[src/rtl/mem_arbiter.sv]
// Two-port round-robin arbiter and sequencer for a single-port RAM.
// One transaction in flight; outputs are registered.
module mem_arbiter #(
   parameter int unsigned DEPTH        = 256,
   parameter int unsigned READ_LATENCY = 1
) (
   input  logic        clk,
   input  logic        rst,
   input  logic        req0,
   input  logic        req1,
   input  logic        we0,
   input  logic        we1,
   input  logic [15:0] addr0,
   input  logic [15:0] addr1,
   input  logic [15:0] wdata0,
   input  logic [15:0] wdata1,
   output logic        ack0,
   output logic        ack1,
   output logic        err0,
   output logic        err1,
   output logic [15:0] rdata0,
   output logic [15:0] rdata1,
   output logic        mem_en,
   output logic        mem_rw,
   output logic [15:0] mem_addr,
   output logic [15:0] mem_a,
   input  logic [15:0] mem_q,
   output logic        busy
);

   typedef enum logic [1:0] {IDLE, ISSUE, WAIT, DONE} state_t;

   localparam logic [16:0] DEPTH_W = 17'(DEPTH);
   localparam logic [2:0]  LAT_W   = 3'(READ_LATENCY);

   state_t      state_q, state_d;
   logic        last_q, last_d;
   logic        id_q, id_d;
   logic        we_q, we_d;
   logic        oor_q, oor_d;
   logic [15:0] addr_q, addr_d;
   logic [15:0] wd_q, wd_d;
   logic [2:0]  cnt_q, cnt_d;

   logic        win;
   logic        w_we;
   logic [15:0] w_addr, w_wd;
   logic        fin, fin_id, fin_err, cap;

   logic        ack0_d, ack1_d, err0_d, err1_d;
   logic [15:0] rdata0_d, rdata1_d;
   logic        mem_en_d, mem_rw_d, busy_d;
   logic [15:0] mem_addr_d, mem_a_d;

   always_comb begin
      state_d    = state_q;
      last_d     = last_q;
      id_d       = id_q;
      we_d       = we_q;
      oor_d      = oor_q;
      addr_d     = addr_q;
      wd_d       = wd_q;
      cnt_d      = cnt_q;
      win        = 1'b0;
      w_we       = 1'b0;
      w_addr     = 16'h0000;
      w_wd       = 16'h0000;
      fin        = 1'b0;
      fin_id     = id_q;
      fin_err    = 1'b0;
      cap        = 1'b0;
      mem_en_d   = 1'b0;
      mem_rw_d   = mem_rw;
      mem_addr_d = mem_addr;
      mem_a_d    = mem_a;

      unique case (state_q)
         IDLE: begin
            if (req0 || req1) begin
               // A tie goes to whoever did not win the previous tie
               win    = (req0 && req1) ? ~last_q : req1;
               w_we   = win ? we1 : we0;
               w_addr = win ? addr1 : addr0;
               w_wd   = win ? wdata1 : wdata0;
               if (req0 && req1) last_d = win;
               id_d   = win;
               we_d   = w_we;
               addr_d = w_addr;
               wd_d   = w_wd;
               oor_d  = {1'b0, w_addr} >= DEPTH_W;
               if (oor_d) begin
                  state_d = DONE;
                  fin     = 1'b1;
                  fin_id  = win;
                  fin_err = 1'b1;
               end else begin
                  state_d    = ISSUE;
                  mem_en_d   = 1'b1;
                  mem_rw_d   = ~w_we;
                  mem_addr_d = w_addr;
                  mem_a_d    = w_wd;
               end
            end
         end
         ISSUE: begin
            if (we_q) begin
               state_d = DONE;
               fin     = 1'b1;
            end else begin
               state_d = WAIT;
               cnt_d   = LAT_W;
            end
         end
         WAIT: begin
            cnt_d = cnt_q - 3'd1;
            if (cnt_q == 3'd1) begin
               state_d = DONE;
               fin     = 1'b1;
               cap     = 1'b1;
            end
         end
         DONE: state_d = IDLE;
         default: state_d = IDLE;
      endcase

      ack0_d   = fin && !fin_id;
      ack1_d   = fin && fin_id;
      err0_d   = fin_err && !fin_id;
      err1_d   = fin_err && fin_id;
      rdata0_d = (cap && !id_q) ? mem_q : rdata0;
      rdata1_d = (cap && id_q) ? mem_q : rdata1;
      busy_d   = state_d != IDLE;
   end

   always_ff @(posedge clk) begin
      if (rst) begin
         state_q  <= IDLE;
         last_q   <= 1'b1;
         id_q     <= 1'b0;
         we_q     <= 1'b0;
         oor_q    <= 1'b0;
         addr_q   <= 16'h0000;
         wd_q     <= 16'h0000;
         cnt_q    <= 3'd0;
         ack0     <= 1'b0;
         ack1     <= 1'b0;
         err0     <= 1'b0;
         err1     <= 1'b0;
         rdata0   <= 16'h0000;
         rdata1   <= 16'h0000;
         mem_en   <= 1'b0;
         mem_rw   <= 1'b1;
         mem_addr <= 16'h0000;
         mem_a    <= 16'h0000;
         busy     <= 1'b0;
      end else begin
         state_q  <= state_d;
         last_q   <= last_d;
         id_q     <= id_d;
         we_q     <= we_d;
         oor_q    <= oor_d;
         addr_q   <= addr_d;
         wd_q     <= wd_d;
         cnt_q    <= cnt_d;
         ack0     <= ack0_d;
         ack1     <= ack1_d;
         err0     <= err0_d;
         err1     <= err1_d;
         rdata0   <= rdata0_d;
         rdata1   <= rdata1_d;
         mem_en   <= mem_en_d;
         mem_rw   <= mem_rw_d;
         mem_addr <= mem_addr_d;
         mem_a    <= mem_a_d;
         busy     <= busy_d;
      end
   end

endmodule

[config.mk]
export PLATFORM = sky130hd
export DESIGN_NAME = mem_arbiter
export DESIGN_NICKNAME = d
export VERILOG_FILES = /design/src/rtl/mem_arbiter.sv
export SDC_FILE = /design/constraint.sdc
export NUM_CORES = 1
export LEC_CHECK = 0
export CORE_UTILIZATION = 37
export DETAILED_ROUTE_END_ITERATION = 7
export PLACE_DENSITY = 0.76
export SYNTH_ARGS = -nofsm -noshare
export SYNTH_HDL_FRONTEND = slang
export SYNTH_SLANG_ARGS = --single-unit
[constraint.sdc]
create_clock -name clk -period 1.84 [get_ports clk]
set_input_delay 0.368 -clock clk [delete_from_list [all_inputs] [get_ports clk]]
set_output_delay 0.368 -clock clk [all_outputs]
set_load 0.03 [all_outputs]
==> results.json <==
{
  "fin_nets": 638,
  "syn_to_final_growth_pct": 60.0,
  "cpLargestDelayFamily": "buffers and inverters",
  "cp_data_arrival_time_ns": 1.41,
  "cts-htree-levels": 3,
  "crit_path_max_incr_delay_ns": 0.70,
  "fillers": 753,
  "floorplan.initialDensity": 0.384,
  "cts_tree": "yes",
  "ios": 157,
  "critical_path_required_ns": 1.47,
  "cts_buffer_depth": 2,
  "grt_max_degree": 30,
  "fp.dieW_um": 97.3,
  "layout-drive-gt1-share": 0.160,
  "grt_pass1_wl_um": 16000,
  "crit_start": "rdata0[13]$_SDFFE_PP0P_",
  "top_layer": "met4",
  "rows": 34,
  "die_h_um": 97.3,
  "grtUsageTotal": 0.207,
  "routabilityCongestion": 0.814,
  "finalMaxSlewViolations": 0,
  "firstDrtPassIters": 4,
  "setup_violations": 0,
  "drt-initial-drc-count": 115,
  "via_count": 3341,
  "regToRegStartpoint": "state_q[0]$_SDFF_PP0_",
  "syn-cell-area_mm2": 0.00336,
  "fp.coreArea_mm2": 0.00876,
  "antennaDiodeCount": 0,
  "synth_nets": 473,
  "wl_met1_um": 4130,
  "finalWirelength_um": 9770,
  "regArea_mm2": 0.00158,
  "leakage_uw": 0.00194,
  "fmax_ghz": 0.563,
  "stdcell_area_mm2": 0.00538,
  "cts-root-buf": "clkbuf_8",
  "endpoint_kind": "primary output",
  "clkLatencyLatePin_ns": 0.35,
  "antenna_found_initial": 0,
  "path_max_fanout": 2,
  "grt.overflow.total": 0,
  "via_per_inst": 5.07,
  "cts_buffers": 9,
  "port_buffers": 156,
  "cts_num_sinks": 79,
  "remaining_drc_errors": 0,
  "hp-class": "primary input to register",
  "yosysWarnings": 0,
  "drtAntennaViolNets": 0,
  "synth.distinct_cells": 39,
  "relSlewSlack": 0.753,
  "first_global_vias": 3326,
  "fin_hold_ws_ns": 0.367,
  "ys_seq_area_frac": 0.470,
  "critPathLaunchType": "register",
  "dr_wl_met3_um": 302,
  "die_area_mm2": 0.00948,
  "path_clk_slew_ns": 0.09,
  "crit_buf_inv": 1,
  "status": "finished clean",
  "ys_seq_elements": 79,
  "power.total_uw": 4400,
  "hold_buffers": 0,
  "period_needed_ns": 1.78,
  "crit_type": "register to primary output",
  "worstMarginPinSlew_ns": 0.366,
  "crit_path_cell_trace": "clkdlybuf4s50_1",
  "finalCritPeriodShare": 0.965,
  "finClkSkew_ns": 0.00978,
  "maxCapViolations": 0,
  "hpwl_um": 7360,
  "wire_per_inst_um": 14.8,
  "postPlaceCellArea_mm2": 0.00515,
  "hold_start": "rst",
  "powerDensity_mw_per_mm2": 817,
  "vdd_drop_max_uv": 429,
  "wl_met2_um": 5100,
  "hold_violations": 0,
  "multi_input_area_mm2": 0.00162,
  "syn_inst": 381,
  "slowest_stage": "clkdlybuf4s50_1",
  "synth.avg_cell_area_um2": 8.83
}
-- flip-flops by register name, indices dropped and copies added (netlist names), 2 cells and up --
| register | flops |
|---|---|
| rdata0 | 16 |
| state_q | 2 |
| cnt_q | 3 |
| rdata1 | 16 |
| mem_a | 16 |
| mem_addr | 16 |
-- cells in the mapped netlist --
master       n  area, um^2
nand2_1    111         417
dfxtp_1     79        1580
a21oi_1     39         195
nor3_1      26         130
clkbuf_1    18        67.6
a311oi_2    16         240
nor2_1       9        33.8
inv_1        8        30.0
nor3b_2      8         100
buf_2        7        35.0
ha_1         6        75.1
mux2i_1      6        60.1
a311oi_1     5        43.8
buf_6        5        56.3
a211oi_2     4        50.1
nor4_1       4        25.0
nand2b_1     3        18.8
or2_1        3        18.8
a211oi_1     2        15.0
nor2b_1      2        12.5
o21ai_0      2        10.0
a211o_1      1        8.76
a21bo_1      1        10.0
a21boi_1     1        7.51
a21boi_2     1        11.3
a221oi_1     1        8.76
a22oi_1      1        7.51
a2bb2oi_1    1        8.76
a41o_1       1        10.0
and3b_1      1        8.76
and4_1       1        8.76
and4b_1      1        10.0
buf_1        1        3.75
nand2_2      1        6.26
nand3_1      1        5.00
nand3b_1     1        7.51
o21bai_1     1        7.51
o2bb2ai_1    1        8.76
xnor2_1      1        8.76
-- path summary, 6_finish.rpt --
path,to,slack [ns],depth (start not counted)
setup / recovery,rdata0[13],0.06,1
hold / removal,id_q$_SDFFE_PP0P_,0.37,2
setup reg to reg,mem_a[7]$_SDFFE_PP0P_,0.12,7
hold reg to reg,rdata0[10]$_SDFFE_PP0P_,0.46,2
-- what timing repair did --
action | 4_1_cts | 5_1_grt
buffers inserted | 0 | 0
gates resized for setup | 1 | 14
pin swaps | 0 | 1
endpoints found under the hold margin | 0 | 0
setup endpoints to repair | 4 | 34
-- cells by family (layout without fill, tap and decap cells) --
kind of cell | after synthesis | in the layout | share of synthesized area
DFF | 79 | 79 | 0.470
xor gates and xnor gates | 1 | 1 | 0.00260
and+or+nand+nor | 172 | 172 | 0.238
buffers and inverters | 39 | 209 | 0.0573
AOI/OAI and AO/OA | 78 | 78 | 0.191
muxes | 6 | 6 | 0.0179
adders and majority gates | 6 | 6 | 0.0223
-- cell type report --
type,count,area share
clock buffers,9,0.0230
clock inverters,7,0.0102
inverters,8,0.00558
multi-input cells,263,0.302
flip-flops and latches,79,0.294
well taps,108,0.0251
repair buffers,185,0.340
-- per-stage QoR --
step	instances	util	worst slack (ns)	setup TNS [ns]
2_1_floorplan	381	-	0.00292	0
3_3_place_gp	643	0.588	-0.346	-11.62
3_5_place_dp	643	0.588	-0.370	-12.34
4_1_cts	659	0.609	0.00972	0
5_1_grt	659	0.614	-0.0258	-0.0637
6_report	659	0.614	0.0647	0
-- cell usage in the layout (no fill, tap or decap), drive strengths merged, types with 4 or more instances in the layout --
| cell type | n |
|---|---|
| clkdlybuf4s50 | 155 |
| nand2 | 112 |
| dfxtp | 79 |
| a21oi | 39 |
| buf | 30 |
| nor3 | 26 |
| a311oi | 21 |
| inv | 11 |
| nor2 | 9 |
| clkbuf | 9 |
| nor3b | 8 |
| mux2i | 6 |
| ha | 6 |
| a211oi | 6 |
| nor4 | 4 |
-- metal layers --
layer  vias to the layer above  global-route usage
met2                        82               0.370
li1                       1640                   -
met4                         0              0.0826
met1                      1599               0.250
met3                        20              0.0273
met5                         -                   0
-- report_power, final --
part / internal [uW] / leakage, uW / total, uW / switching [uW]
clock: 504 / 0.0000866 / 1190 / 684
sequential: 1850 / 0.000640 / 1930 / 79.9
combinational: 608 / 0.00121 / 1280 / 672
total: 2960 / 0.00194 / 4400 / 1440
Power figures use the tool's default switching activity.
